**config.mk**
```make
export PLATFORM = sky130hd
export DESIGN_NAME = vga_fill_engine
export DESIGN_NICKNAME = d
export VERILOG_FILES = /design/src/rtl/vga_fill_engine.sv
export SDC_FILE = /design/constraint.sdc
export NUM_CORES = 1
export LEC_CHECK = 0
export ABC_AREA = 1
export CAP_MARGIN = 20
export CORE_MARGIN = 2
export CORE_UTILIZATION = 30
export DETAILED_ROUTE_END_ITERATION = 7
export SYNTH_ARGS = -nofsm -noshare
export SYNTH_HDL_FRONTEND = slang
export SYNTH_SLANG_ARGS = --single-unit
```
**constraint.sdc**
```tcl
create_clock -name clk_25M -period 5.9 [get_ports clk_25M]
set_input_delay 0.59 -clock clk_25M [delete_from_list [all_inputs] [get_ports clk_25M]]
set_output_delay 0.59 -clock clk_25M [all_outputs]
set_load 0.05 [all_outputs]
```
**src/rtl/vga_fill_engine.sv**
```systemverilog
// Framebuffer write feeder: queues CPU pixel writes and runs hardware rectangle fills.
// Optional fill-done interrupt enabled by defining VGA_FILL_IRQ_EN.
module vga_fill_engine #(
  parameter int unsigned HSIZE      = 800,
  parameter int unsigned VSIZE      = 600,
  parameter int unsigned FIFO_DEPTH = 4,
  parameter int unsigned ADDR_W     = 19
) (
  input  logic              clk_25M,
  input  logic              rst,
  input  logic              bus_we,
  input  logic [31:0]       bus_addr,
  input  logic [31:0]       bus_data,
  output logic              bus_stall,
  output logic [31:0]       bus_rdata,
  output logic              write_op,
  output logic [ADDR_W-1:0] fb_addr,
  output logic [7:0]        fb_data,
  output logic              irq
);

  localparam int unsigned       AW      = $clog2(FIFO_DEPTH);
  localparam logic [AW:0]       DEPTH_P = (AW+1)'(FIFO_DEPTH);
  localparam logic [12:0]       HSIZE_C = 13'(HSIZE);
  localparam logic [12:0]       VSIZE_C = 13'(VSIZE);
  localparam logic [ADDR_W-1:0] PITCH   = ADDR_W'(HSIZE);

  typedef enum logic [1:0] {StIdle, StSetup, StFill, StDone} state_e;

  state_e            state_q;
  logic [11:0]       x0_q, y0_q, w_q, h_q;
  logic [7:0]        color_q;
  logic              start_pend_q, err_q;
  logic [12:0]       fill_x0_q, x_q, y_q, x_last_q, y_last_q;
  logic [ADDR_W-1:0] rowbase_q;

  // Direct-write FIFO
  logic [ADDR_W+7:0] fifo_mem [FIFO_DEPTH];
  logic [AW:0]       wptr_q, rptr_q, fifo_level;
  logic              fifo_full, fifo_empty;
  logic [ADDR_W+7:0] head;

  logic pix_we, reg_we, cmd_we, push_ok, pop, bypass, fifo_push;
  logic idle, busy, start_acc;

  assign fifo_level = wptr_q - rptr_q;
  assign fifo_full  = (fifo_level == DEPTH_P);
  assign fifo_empty = (fifo_level == '0);
  assign head       = fifo_mem[rptr_q[AW-1:0]];

  assign pix_we    = bus_we & ~bus_addr[19];
  assign reg_we    = bus_we & bus_addr[19];
  assign cmd_we    = reg_we & (bus_addr[3:2] == 2'd3);
  assign bus_stall = pix_we & fifo_full;
  assign push_ok   = pix_we & ~fifo_full;

  assign idle      = (state_q == StIdle);
  assign busy      = ~idle | start_pend_q;
  assign start_acc = cmd_we & bus_data[0] & ~busy;
  assign pop       = idle & ~fifo_empty;
  // An idle engine with nothing queued writes the pixel straight out, saving a cycle.
  assign bypass    = idle & fifo_empty & ~start_pend_q & push_ok;
  assign fifo_push = push_ok & ~bypass;

  assign bus_rdata = {22'b0, irq, err_q, busy, 1'b0, 6'(fifo_level)};

  // Setup-time clipping; sums are 13 bits so they cannot wrap
  logic [12:0]       x_end, y_end, x_clip, y_clip;
  logic              fill_empty;
  logic [ADDR_W-1:0] setup_row;

  assign x_end      = {1'b0, x0_q} + {1'b0, w_q};
  assign y_end      = {1'b0, y0_q} + {1'b0, h_q};
  assign x_clip     = (x_end > HSIZE_C) ? HSIZE_C : x_end;
  assign y_clip     = (y_end > VSIZE_C) ? VSIZE_C : y_end;
  assign fill_empty = (w_q == '0) | (h_q == '0) | ({1'b0, x0_q} >= HSIZE_C) |
                      ({1'b0, y0_q} >= VSIZE_C);
  assign setup_row  = ADDR_W'(y0_q) * PITCH;

  // Cursor x_q/y_q/rowbase_q names the pixel currently on the output
  logic              row_end, fill_last;
  logic [12:0]       nx;
  logic [ADDR_W-1:0] nrow;

  assign row_end   = (x_q == x_last_q);
  assign fill_last = row_end & (y_q == y_last_q);
  assign nx        = row_end ? fill_x0_q : x_q + 13'd1;
  assign nrow      = row_end ? rowbase_q + PITCH : rowbase_q;

  always_ff @(posedge clk_25M) begin
    if (fifo_push) fifo_mem[wptr_q[AW-1:0]] <= {bus_addr[ADDR_W-1:0], bus_data[7:0]};
  end

  always_ff @(posedge clk_25M or posedge rst) begin
    if (rst) begin
      wptr_q <= '0;
      rptr_q <= '0;
    end else begin
      if (fifo_push) wptr_q <= wptr_q + 1'b1;
      if (pop)       rptr_q <= rptr_q + 1'b1;
    end
  end

  always_ff @(posedge clk_25M or posedge rst) begin
    if (rst) begin
      state_q      <= StIdle;
      x0_q         <= '0;
      y0_q         <= '0;
      w_q          <= '0;
      h_q          <= '0;
      color_q      <= '0;
      start_pend_q <= 1'b0;
      err_q        <= 1'b0;
      fill_x0_q    <= '0;
      x_q          <= '0;
      y_q          <= '0;
      x_last_q     <= '0;
      y_last_q     <= '0;
      rowbase_q    <= '0;
      write_op     <= 1'b0;
      fb_addr      <= '0;
      fb_data      <= '0;
`ifdef VGA_FILL_IRQ_EN
      irq          <= 1'b0;
`endif
    end else begin
      if (reg_we) begin
        case (bus_addr[3:2])
          2'd0: begin
            y0_q <= bus_data[27:16];
            x0_q <= bus_data[11:0];
          end
          2'd1: begin
            h_q <= bus_data[27:16];
            w_q <= bus_data[11:0];
          end
          2'd2: color_q <= bus_data[7:0];
          default: begin
            if (bus_data[1]) begin
              err_q <= 1'b0;
`ifdef VGA_FILL_IRQ_EN
              irq   <= 1'b0;
`endif
            end
            if (bus_data[0] && busy) err_q <= 1'b1;
          end
        endcase
      end

      unique case (state_q)
        StIdle: begin
          write_op <= 1'b0;
          if (!fifo_empty) begin
            write_op <= 1'b1;
            fb_addr  <= head[ADDR_W+7:8];
            fb_data  <= head[7:0];
            if (start_acc) start_pend_q <= 1'b1;
          end else if (start_pend_q || start_acc) begin
            start_pend_q <= 1'b0;
            state_q      <= StSetup;
          end else if (bypass) begin
            write_op <= 1'b1;
            fb_addr  <= bus_addr[ADDR_W-1:0];
            fb_data  <= bus_data[7:0];
          end
        end
        StSetup: begin
          fill_x0_q <= {1'b0, x0_q};
          x_q       <= {1'b0, x0_q};
          y_q       <= {1'b0, y0_q};
          rowbase_q <= setup_row;
          x_last_q  <= x_clip - 13'd1;
          y_last_q  <= y_clip - 13'd1;
          if (fill_empty) begin
            state_q <= StDone;
          end else begin
            write_op <= 1'b1;
            fb_addr  <= setup_row + ADDR_W'(x0_q);
            fb_data  <= color_q;
            state_q  <= StFill;
          end
        end
        StFill: begin
          if (fill_last) begin
            write_op <= 1'b0;
            state_q  <= StDone;
          end else begin
            x_q       <= nx;
            y_q       <= row_end ? y_q + 13'd1 : y_q;
            rowbase_q <= nrow;
            fb_addr   <= nrow + ADDR_W'(nx);
          end
        end
        StDone: begin
          write_op <= 1'b0;
          state_q  <= StIdle;
`ifdef VGA_FILL_IRQ_EN
          irq      <= 1'b1;
`endif
        end
        default: state_q <= StIdle;
      endcase
    end
  end

`ifndef VGA_FILL_IRQ_EN
  assign irq = 1'b0;
`endif

  logic unused_bits;
  assign unused_bits = ^{bus_addr[31:20], bus_addr[1:0], bus_data[31:28], bus_data[15:12]};

endmodule

```
-- After elaboration in Yosys (flattened, before gate mapping)
Memories as Yosys holds them, arrays and structs flattened.
Cells that the tools add are included.
- reduce and logical (&&, ||, !) cells: 24
- add/sub/neg operators: 12
- order comparisons: 4
- bitwise gates (word level): 25
- equality and inequality tests: 18
- multiply operators: 1
- mux-type cells: 40
- operators by type and width (kind ; count):
    19-bit two-way mux ; 7
    13-bit two-way mux ; 6
    19-bit case mux with 3 select lines ; 1
    13-bit case mux with 2 select lines ; 2
    19-bit case mux with 2 select lines ; 1
    8-bit two-way mux ; 4
    12-bit by 12-bit adder with 13-bit output ; 2
    13-bit by 1-bit adder with 13-bit output (second input constant) ; 2
    13-bit == test ; 2
    13-bit by 10-bit greater-than comparator with 1-bit output (second input constant) ; 2
    13-bit by 1-bit subtractor with 13-bit output (second input constant) ; 2
    12-bit by 10-bit >= comparator with 1-bit output (second input constant) ; 2
    12-bit zero test ; 2
    19-bit by 10-bit adder with 19-bit output (second input constant) ; 1
    19-bit by 12-bit adder with 19-bit output ; 1
    19-bit by 13-bit adder with 19-bit output ; 1
    8-bit case mux with 2 select lines ; 1
    12-bit by 5-bit multiplier with 14-bit output (second input constant) ; 1
    1-bit bitwise AND ; 13
    1-bit two-way mux ; 13
    3-bit AND reduction ; 4
    2-bit != test (second input constant) ; 5
    2-bit AND reduction ; 5
    2-bit == test (second input constant) ; 4
    20 further kinds ; 40
- output and inout bits: 62
- bits in registers: 177
- input bits: 67
- memories: 1
- RAM bits: 108
- memories (memory ; words ; bits a word ; read ports ; clocked after Yosys merged registers in ; wr ports ; RTL line ; source):
    fifo_mem ; 4 ; 27 ; 1 ; 0 ; 1 ; 38 ; logic [ADDR_W+7:0] fifo_mem [FIFO_DEPTH];

-- Longest topological paths before layout
Gate-level depths: netlist (run 1).
- depth after elaboration: 9
- gate-level depth with buffers: 27
- mapped depth without buffers: 27

-- Least setup slack after synthesis (run 1)
No wires, ideal clock.
- path kind: reg2reg
- start: reg wptr_q[0]
- end: mem fifo_mem[3][0] in the netlist's numbering, enable pin
- stages on the path, launching flop included: 11
- arrival: 3.328 ns
- buffers on the path: 0
- slack: 2.158 ns
- data required time: 5.486 ns
- cell sequence: dfrtp_1 inv_1 ha_1 fa_1 xor2_1 xor2_1 inv_1 nand3_1 nand3_1 o21bai_1 nor2_1
- word-level cells in the longest chain between the ends: 9
- ends and longest elaborated chain (what ; RTL line ; source):
    start: declaration ; 39 ; logic [AW:0] wptr_q, rptr_q, fifo_level;
    start signal: assignment ; 99 ; if (fifo_push) wptr_q <= wptr_q + 1'b1;
    3-bit subtractor (*) ; 46 ; assign fifo_level = wptr_q - rptr_q;
    via bus_rdata[2] ; 15 ; output logic [31:0] bus_rdata,
    3-bit zero test / 3-bit == test (equally long branches) ; 48, 47 ;
    1-bit bitwise AND / 1-bit NOT (equally long branches) ; 62, 55 ;
    1-bit bitwise AND (on tied branches) ; 62, 55 ;
    1-bit bitwise AND ; 62 ; assign bypass = idle & fifo_empty & ~start_pend_q & push_ok;
    1-bit NOT ; 63 ; assign fifo_push = push_ok & ~bypass;
    1-bit bitwise AND (*) ; 63 ;
    1-bit two-way mux (*) ; 91 ; if (fifo_push) fifo_mem[wptr_q[AW-1:0]] <= {bus_addr[ADDR_W-1:0], bus_data[7:0]};
    1-bit two-way mux (implied by the code) (*) ; 91 ;
    end: declaration ; 38 ;
The timed path passes the listed nets; every way through them passes the cells marked *.

-- Worst setup path in the final report (run 1)
- start: reg x_q[9]
- end: reg fb_addr[14]
- word-level cells in the longest chain between the ends: 5
- ends and longest elaborated chain (what ; RTL line ; source):
    start: declaration ; 34 ; logic [12:0] fill_x0_q, x_q, y_q, x_last_q, y_last_q;
    start signal: assignment ; 169 ; x_q <= {1'b0, x0_q};
    start signal: assignment ; 188 ; x_q <= nx;
    13-bit by 1-bit adder with 13-bit output / 13-bit == test (equally long branches) ; 87, 85 ;
    13-bit two-way mux / 19-bit two-way mux (equally long branches) ; 87, 88 ;
    19-bit by 13-bit adder with 19-bit output ; 191 ; fb_addr <= nrow + ADDR_W'(nx);
    19-bit two-way mux ; 184 ; if (fill_last) begin
    19-bit case mux with 3 select lines ; 150 ; unique case (state_q)
    end signal: assignment ; 155 ; fb_addr <= head[ADDR_W+7:8];
    end signal: assignment ; 163 ; fb_addr <= bus_addr[ADDR_W-1:0];
    end signal: assignment ; 191 ;
    end: declaration ; 17 ; output logic [ADDR_W-1:0] fb_addr,
Parallel ways exist; a longest one is shown, timed or not. The select of a mux whose other input is x is not followed.
A chain may end at the register's enable or synchronous reset.

==> run metrics, run 1 <==
Max Fanout on Critical Path=21; Cell Area, Placed=18430 sq um; Via Count=14280; status=finished, final reports clean; DR WL/cell=approximately 15 microns; port bufs=80; Worst R2R Path Depth=22; # DRC=0; initial antenna violation count=0; H-Tree Depth=1; Via-to-Cell Ratio=4.847; vias in the first global route=13700; synthesized area=16910 sq um; final hold viol count=0; Std-Cell Rows=87; Initial Util=around 30%; power per cell area=about 570 nW/um^2; Bufs on Longest Clock Path=3; Finished Cell Area=between 15000 and 20000 sq um; most instantiated cells after synthesis=nand2_1, inv_1, o21ai_0; final wirelength=45080 microns; Tmin final=4.160 ns; top cell type's share of synthesized area=25.45%; CORE AREA=between 50000 and 60000 sq um; Die Width=241.4 microns; # diodes=0; critical path launch point type=flop; largest net degree at the start of global routing=99; Setup TNS=0 ns; hold path depth=2; switch share=48.69%; final worst slack=1.740 ns; syn avg cell area=8.007 sq um; Reg2Reg Launch Point=x_q[9]$_DFFE_PP0P_; clk_skew=0.01917 ns; sink of the worst hold path=fill_x0_q[10]$_DFFE_PP0P_; layout cell share with drive strength beyond 1=4.658%; Critical path origin=x_q[9]$_DFFE_PP0P_; Post-CTS Resized=0; fmax=240.4 MHz; peak supply drop=0.3069 mV; EDFF count, synth=108; Pre-Repair DR Iteration Count=5; count leader, synth=nand2_1; Syn Inst Count=2112; Power Internal=5726 uW; clock latency at the later pin of the worst-skew pair=0.59 ns; Setup WS pre-CTS=1.786 ns; GP Congestion=0.8570; Detailed Route Iter0 Violations=1062; #FFs+latches synth=280; RSZ-0062 raised after global routing=no; antenna-violating nets left=0; Slew HR=29.48%; Worst Path Arrival=4.63 ns; post-synth top area cell=dfrtp_1; count of cell types in the netlist=52; post-CTS setup buffer count=0; Synth-to-Final Area Change=15.01%; leakage=0.008864 uW; top_reg_cell synth=dfrtp_1; post-DP HPWL=31700 microns; Finish-stage setup viols=0; crit path kind=flop to flop; clk sink count=280; Clk pwr share=17.2%; Seq/Total Area, Yosys=44.63%; grt ovf=0; # IOs=129; top cells by area, synth=dfrtp_1, edfxtp_1, nand2_1; switching power=~5400 uW; final worst-path cycle share=70.50%; max-slew violations=0; cts bufs inserted=31; slew at the pin with the worst max-slew slack=1.051 ns; Die H=roughly 240 microns; # hold bufs at CTS=0; Reg clk slew, reported paths=0.06 ns; global-route wire length before repair=72280 microns; YS warnings=0; Nets=2335; total power=approximately 11000 uW; Critical Path End Type=flop; Critical Path RT=6.37 ns; Overall Global Routing Usage=15.43%; reg2reg setup slack=1.74 ns; HP Class=flop to flop; Root Buffer=clkbuf_16; Worst R2R End=fb_addr[14]$_DFFE_PP0P_; CTS tree=built; Hold Crit Start=fill_x0_q[10]$_DFFE_PP0P_; die area=approximately 60000 sq um; Comb power frac=55.5%; Reg power frac=27.3%; hold_ws=0.4703 ns; Filler cells=5820; Max-Cap Viols=0; async set-or-reset flop fraction in the synthesized netlist=61.43%
layout by cell type, fill, tap and decap left out, types with 8 or more instances in the layout:
master / n
nor4_1: 8
nor2_2: 10
a31oi_1: 19
inv_1: 243
clkdlybuf4s50_1: 80
o221ai_1: 11
o21ai_0: 232
edfxtp_1: 108
clkbuf_16: 31
nand4_1: 33
buf_4: 19
o211ai_1: 16
xor2_1: 34
ha_1: 87
nand2_1: 490
nor3_1: 19
fa_1: 11
o22ai_1: 23
dfrtp_1: 172
nand3_1: 117
nor2_1: 206
xnor2_1: 20
a21oi_1: 78
conb_1: 28
how the worst max path moves through the flow:
stage | depth (start not counted) | endpoint | slack, ns
2_1_floorplan | 1 | color_q[0]$_DFFE_PP0P_ | 0.65
3_3_place_gp | 20 | fb_addr[14]$_DFFE_PP0P_ | 1.85
3_5_place_dp | 22 | fb_addr[14]$_DFFE_PP0P_ | 1.79
4_1_cts | 22 | fb_addr[14]$_DFFE_PP0P_ | 1.75
5_1_grt | 23 | fb_addr[14]$_DFFE_PP0P_ | 1.29
6_report | 22 | fb_addr[14]$_DFFE_PP0P_ | 1.74
state kept, by name (all words and copies together), names as in the netlist, 13 cells and up:
name,count
x_q,13
rowbase_q,14
y_q,13
x_last_q,13
fifo_mem,108
y_last_q,13
fb_addr,19
power groups by stage:
stage / Sequential [uW] / Clock [uW] / Combinational (uW)
after CTS: 3050 / 1950 / 6170
after detailed placement: 3080 / 0 / 6140
after floorplan: 3270 / 0 / 4170
after global placement: 3070 / 0 / 6040
final: 3050 / 1920 / 6200
after global routing: 3120 / 2040 / 6980
layer usage:
layer / vias to the layer above / track usage (%) / part of all wire, %
li1: 7082 / - / -
met1: 6813 / 20.86 / 46
met3: 70 / 2.211 / 4.8
met2: 313 / 25.65 / 46
met4: 0 / 4.527 / 2.7
met5: - / 0 / 0
worst max-delay path, stage by stage (launching register included):
cell and delay [ns]:
dfrtp_1 0.41, inv_1 0.13, o21ai_0 0.11, nor2_1 0.15, nand4_1 0.12, nor2_2 0.77
o211ai_1 0.22, xor2_1 0.20, inv_1 0.08, ha_1 0.35, nand2_1 0.09, nor3_1 0.14
nand2_1 0.08, o211ai_1 0.11, nand2_1 0.11, nand2_1 0.09, nand3_1 0.15, nor2_2 0.21
inv_1 0.08, nand3_1 0.08, a21oi_1 0.08, o21ai_0 0.20, nand2_1 0.07
logic make-up after synthesis:
| group | after synthesis | synth area share, % |
|---|---|---|
| other cells | 1 | 0.02218 |
| compound gates | 411 | 13.50 |
| buf+inv | 354 | 8.613 |
| flops | 280 | 44.63 |
| fa+ha+maj | 100 | 7.888 |
| mux | 2 | 0.1332 |
| simple gates | 910 | 22.42 |
| xor+xnor | 54 | 2.797 |
cell type report:
| type | instances | area, sq um | share of cell area [%] |
|---|---|---|---|
| multi-input combinational | 1505 | 8030 | 41.29 |
| sequential | 280 | 7547 | 38.81 |
| timing repair buffer | 101 | 991.0 | 5.096 |
| tap | 756 | 945.9 | 4.864 |
| inverter | 249 | 939.7 | 4.832 |
| clock buffer | 42 | 857.1 | 4.407 |
| clock inverter | 13 | 136.4 | 0.7013 |
stage by stage:
stage / util (%) / instances
3_3_place_gp: 32.87 / 2890
5_1_grt: 34.69 / 2946
2_1_floorplan: - / 2139
3_5_place_dp: 32.87 / 2890
6_report: 34.69 / 2946
4_1_cts: 34.64 / 2945
(Power assumes the default switching activity.)
==> inputs of run 2 (changes only) <==
==> constraint.sdc (replaced) <==
create_clock -name clk_25M -period 4.3 [get_ports clk_25M]
set_input_delay 0.43 -clock clk_25M [delete_from_list [all_inputs] [get_ports clk_25M]]
set_output_delay 0.43 -clock clk_25M [all_outputs]
set_load 0.05 [all_outputs]
==> run metrics, run 2 (synthesis gave the netlist of run 1 again) <==
grt ovf=0 (unchanged); peak supply drop=0.5051 mV (was 0.3069 mV); Critical Path RT=4.82 ns (was 6.37 ns); clock latency at the later pin of the worst-skew pair=0.60 ns (was 0.59 ns); Die Width=241.4 microns (unchanged); total power=15340 uW (was 11160 uW); Via-to-Cell Ratio=4.782 (was 4.847); Top Usage Layer GRT=met2 (unchanged); cts bufs inserted=31 (unchanged); final worst-path cycle share=90.44% (was 70.50%); Bufs on Longest Clock Path=3 (unchanged); post-CTS setup buffer count=0 (unchanged); most common cell after layout, fill and taps aside=nand2_1 (unchanged); Detailed Route Iter0 Violations=1098 (was 1062); Worst R2R End=fb_addr[17]$_DFFE_PP0P_ (was fb_addr[14]$_DFFE_PP0P_); Worst Path Arrival=4.41 ns (was 4.63 ns); commonest cells after routing, fill and taps aside=nand2_1, inv_1, o21ai_0 (unchanged); RSZ-0062 raised after global routing=no (unchanged); crit path kind=flop to flop (unchanged); power per cell area=783.8 nW/um^2 (was 573.9 nW/um^2); Std-Cell Rows=87 (unchanged); Initial Util=30.16% (unchanged); Synth-to-Final Area Change=15.77% (was 15.01%); global-route wire length before repair=73650 microns (was 72280 microns); Critical Path Max Stage Delay=0.56 ns (was 0.77 ns); final wirelength=45870 microns (was 45080 microns); Finished Cell Area=19580 sq um (was 19450 sq um); # IOs=129 (unchanged); final hold viol count=0 (unchanged); GP Congestion=0.8958 (was 0.8570); Reg2Reg Launch Point=y0_q[1]$_DFFE_PP0P_ (was x_q[9]$_DFFE_PP0P_); Placed Cells incl. Taps=2906 (was 2890); clk_skew=0.01721 ns (was 0.01917 ns); Tmin final=3.889 ns (was 4.160 ns); Setup TNS=0 ns (unchanged); Cell Area, Placed=18560 sq um (was 18430 sq um); reg2reg setup slack=0.41 ns (was 1.74 ns); CTS tree=built (unchanged); largest net degree at the start of global routing=80 (was 99); Pre-Repair DR Iteration Count=5 (unchanged); layout cell share with drive strength beyond 1=5.480% (was 4.658%); Max Fanout on Critical Path=6 (was 21); status=finished, final reports clean (unchanged); max-slew violations=0 (unchanged); critical path launch point type=flop (unchanged); routing usage on met3=1.846% (was 2.211%); CP most frequent cell=nand2_1 (unchanged); vias in the first global route=13820 (was 13700); # diodes=0 (unchanged); clk sink count=280 (unchanged); Slowest-stage cell, CP=fa_1 (was nor2_2); number of flip-flops under the largest register name=108 (unchanged); Setup WS pre-CTS=0.3664 ns (was 1.786 ns); slew at the pin with the worst max-slew slack=1.026 ns (was 1.051 ns); leakage=0.008949 uW (was 0.008864 uW); Nets=2350 (was 2335); met2 Track Usage GR=27.03% (was 25.65%); critical path, cell by cell=ha_1 -> ha_1 -> ha_1 -> inv_1 -> fa_1 -> inv_1 -> ha_1 -> nand2_1 -> inv_1 -> a22oi_1 -> nand2_1 -> nand2_1 -> a21oi_2 -> nand2_1 -> nor2_1 -> nand2_1 -> nand2_1 -> nand3_1 -> nand2_1 -> nand2_1 -> a21oi_1 (was inv_1 -> o21ai_0 -> nor2_1 -> nand4_1 -> nor2_2 -> o211ai_1 -> xor2_1 -> inv_1 -> ha_1 -> nand2_1 -> nor3_1 -> nand2_1 -> o211ai_1 -> nand2_1 -> nand2_1 -> nand3_1 -> nor2_2 -> inv_1 -> nand3_1 -> a21oi_1 -> o21ai_0 -> nand2_1); final worst slack=0.4111 ns (was 1.740 ns); port bufs=80 (unchanged); HP Class=input pin to asynchronous set/reset pin (was flop to flop); Critical Path End Type=flop (unchanged); GR Util met1=21.17% (was 20.86%); H-Tree Depth=1 (unchanged); Reg clk slew, reported paths=0.06 ns (about the same); Filler cells=5748 (was 5820); # DRC=0 (unchanged); Root Buffer=clkbuf_16 (unchanged); Slew HR=31.52% (was 29.48%); final cell count without fillers=2964 (was 2946); antenna-violating nets left=0 (unchanged); Max-Cap Viols=0 (unchanged); Via Count=14170 (was 14280); Die H=241.4 microns (unchanged); DR WL/cell=15.48 microns (was 15.30 microns); die area=58280 sq um (unchanged); fmax=257.1 MHz (was 240.4 MHz); post-DP HPWL=32780 microns (was 31700 microns); initial antenna violation count=0 (unchanged); Finish-stage setup viols=0 (unchanged); Overall Global Routing Usage=15.74% (was 15.43%); Worst R2R Path Depth=21 (was 22); CORE AREA=56060 sq um (unchanged)
## run 2: cell count changes in the layout (fill, tap and decap cells not counted), sizes merged
cell	change
buf	+15
clkbuf	+3
clkinv	+1
clkinvlp	+1
inv	-2
## run 2: layout make-up
| type | count | area [sq um] | share of cell area [%] |
|---|---|---|---|
| Multi-Input combinational cell | 1505 | 8031 | 41.03 |
| Sequential cell | 280 | 7548 | 38.56 |
| Timing Repair Buffer | 116 | 1096 | 5.599 |
| Tap cell | 756 | 945.9 | 4.832 |
| Inverter | 249 | 938.4 | 4.794 |
| Clock buffer | 45 | 879.6 | 4.493 |
| Clock inverter | 13 | 136.4 | 0.6967 |
## run 2: how the worst max path moves through the flow
stage / cells after the start / slack [ns] / startpoint / end
CTS: 21 / 0.33 / y0_q[2]$_DFFE_PP0P_ / fb_addr[17]$_DFFE_PP0P_
global placement: 21 / 0.39 / y0_q[2]$_DFFE_PP0P_ / fb_addr[17]$_DFFE_PP0P_
global route: 19 / 0.06 / y0_q[3]$_DFFE_PP0P_ / fb_addr[18]$_DFFE_PP0P_
finish: 21 / 0.41 / y0_q[1]$_DFFE_PP0P_ / fb_addr[17]$_DFFE_PP0P_
detailed placement: 21 / 0.37 / y0_q[2]$_DFFE_PP0P_ / fb_addr[17]$_DFFE_PP0P_
floorplan: 10 / 0.56 / wptr_q[0]$_DFFE_PP0P_ / fifo_mem[3][0]$_DFFE_PP_
## run 2: what timing repair did
| action | in CTS | in global routing |
|---|---|---|
| endpoints found under the setup margin | 0 | 1 |
| hold endpoints to repair | 0 | 0 |
| hold buffers | 0 | 0 |
| gates resized for setup | 0 | 2 |
## run 2: stage by stage
stage	hold slack [ns]	utilization, %
2_1_floorplan	0.4367	-
3_3_place_gp	0.4553	33.10
3_5_place_dp	0.4617	33.10
4_1_cts	0.3215	34.91
5_1_grt	0.3651	34.92
6_report	0.3143	34.92
## run 2: worst max-delay path, delay by kind of cell (launching register included)
family	cells	cell delay, ns
adder cells (fa/ha/maj)	5	1.85
AND/OR/NAND/NOR	10	0.88
AO/OA/AOI/OAI	3	0.40
buffers and inverters	3	0.19
flip-flops	1	0.48
## run 2: routing by layer
metal	part of all wire, %	wire length [microns]	vias up
met5	0	0	-
met4	1.9	858	0
met3	4.3	1950	52
met2	47	21770	278
met1	46	21290	6735
li1	-	-	7108
## run 2: where the power goes
part / internal, uW / switching, uW / leakage [uW]
clock network: 1540 / 1130 / 0.000501
registers: 3570 / 603 / 0.00310
logic: 2770 / 5730 / 0.00535
==> RTL change, RTL diff (flow settings as in run 2) <==
The option `VGA_FILL_IRQ_EN` is turned on by a define.
--- a/src/rtl/vga_fill_engine.sv
+++ b/src/rtl/vga_fill_engine.sv
@@ -1,4 +1,6 @@
 // Framebuffer write feeder: queues CPU pixel writes and runs hardware rectangle fills.
 // Optional fill-done interrupt enabled by defining VGA_FILL_IRQ_EN.
+`define VGA_FILL_IRQ_EN
+
 module vga_fill_engine #(
   parameter int unsigned HSIZE      = 800,
Formal check against the unedited RTL: not equivalent (a bounded check fails within 4 cycles, from zero or initial values and one cycle with rst high).
==> RTL change against run 2 <==
Worst setup slack lost 0.018 ns. Synthesized cell count grew 2.9%. Maximum frequency shrank 0.47%. Sequential cell count grew 1. Sequential share of layout area shrank 0.64 points. Utilization shrank 0.11 points. Area after synthesis grew 2.4%. Combinational power grew 2%. Global-route usage shrank 0.069 points. Power grew 1.5%. Design area grew 2.0%. Non-clock buffer count shrank 3. Wire length grew 3.0%.
==> RTL change: results (changes against run 2) <==
The global-route met3 utilization is 1.767% (was 1.846%). The peak fanout along the critical path is 9 (was 6). The worst setup slack for register-to-register paths came to 0.39 ns (was 0.41 ns). The via-per-instance ratio came out at 4.833 (was 4.782).

The slowest stage cell on the critical path is sky130_fd_sc_hd__dfrtp_1 (was sky130_fd_sc_hd__fa_1). The number of global-route vias before repair is 14260 (was 13820). The number of DRC markers after the initial detailed-route iteration came out at 1041 (was 1098). Most area-consuming cells after synthesis: sky130_fd_sc_hd__dfrtp_1 25%, sky130_fd_sc_hd__edfxtp_1 19%, sky130_fd_sc_hd__nand2_1 11% (unchanged). Status: complete, no violations (unchanged). The number of CTS-inserted buffers came out at 30 (was 31).

The met3 wire length was 1995 um (was 1950 um). The global routing usage on met2 is 26.68% (was 27.03%). The final period utilization came to 90.87% (was 90.44%). The clock latency on the worst-skew pair is 0.62 ns (was 0.60 ns). The wire length of the first global-routing pass is 75950 um (was 73650 um). The number of cells on the worst reg-to-reg path came to 19 (was 21). The share of async-settable or async-resettable flops after synthesis was 61.57% (was 61.43%). The global-route met1 utilization came out at 20.92% (was 21.17%).

The met1 wire length is 21530 um (was 21290 um). The met2 wire length is 22580 um (was 21770 um). The routability congestion estimate came to 0.8747 (was 0.8958).

The max-slew headroom at the worst pin came out at 35.51% (was 31.52%). The sequential area share after synthesis is 43.73% (was 44.63%). The minimum hold slack is 0.1922 ns (was 0.3143 ns).

The total track usage came out at 15.67% (was 15.74%). The share of cells above drive strength 1 is 6.932% (was 5.480%). The number of flip-flops in the largest register was 108 (unchanged). Leading post-synthesis cells by instance count: 523 x sky130_fd_sc_hd__nand2_1, 250 x sky130_fd_sc_hd__inv_1, 220 x sky130_fd_sc_hd__o21ai_0 (was 490 x sky130_fd_sc_hd__nand2_1, 244 x sky130_fd_sc_hd__inv_1, 232 x sky130_fd_sc_hd__o21ai_0). The worst-case clock skew is 0.06015 ns (was 0.01721 ns). The pin count of the biggest net entering global routing is 93 (was 80). The maximum VDD drop is 440.1 uV (was 505.1 uV). The estimated wirelength of the detail-placed design is 34200 um (was 32780 um). The number of different library cells in the post-synthesis netlist is 53 (was 52).

The post-detailed-placement cell area is 18930 sq um (was 18560 sq um). The leakage power total came out at 9.083 nW (was 8.949 nW).
[RTL change: changes by cell type after synthesis, sizes merged, moves of 6 or more]
cell,run 2,this run
nor3,19,13
inv,248,265
a21oi,79,94
or2,9,3
clkbuf,58,51
nand2,496,537
[RTL change: layout make-up]
type	instances	area [sq um]
sequential	281	7572
inverter	267	1006
clock inverter	16	167.7
fill	5836	37400
timing repair buffer	113	1104
tap	765	957.2
clock buffer	40	868.3
multi-input combinational	1548	8294
[RTL change: cells by family after synthesis]
family | count (synthesis) | synth area share [%]
other | 1 | 0.02166
adder cells (fa/ha/maj) | 100 | 7.703
flip-flops | 281 | 43.73
buffers and inverters | 370 | 9.019
XOR/XNOR | 51 | 2.580
AO/OA/AOI/OAI | 428 | 13.83
AND/OR/NAND/NOR | 943 | 23.11
[RTL change: report_power, final]
part | total [mW] | internal (mW) | switching, mW
clock | 2.68 | 1.54 | 1.13
sequential | 4.20 | 3.58 | 0.618
combinational | 8.70 | 2.79 | 5.91
total | 15.6 | 7.92 | 7.66
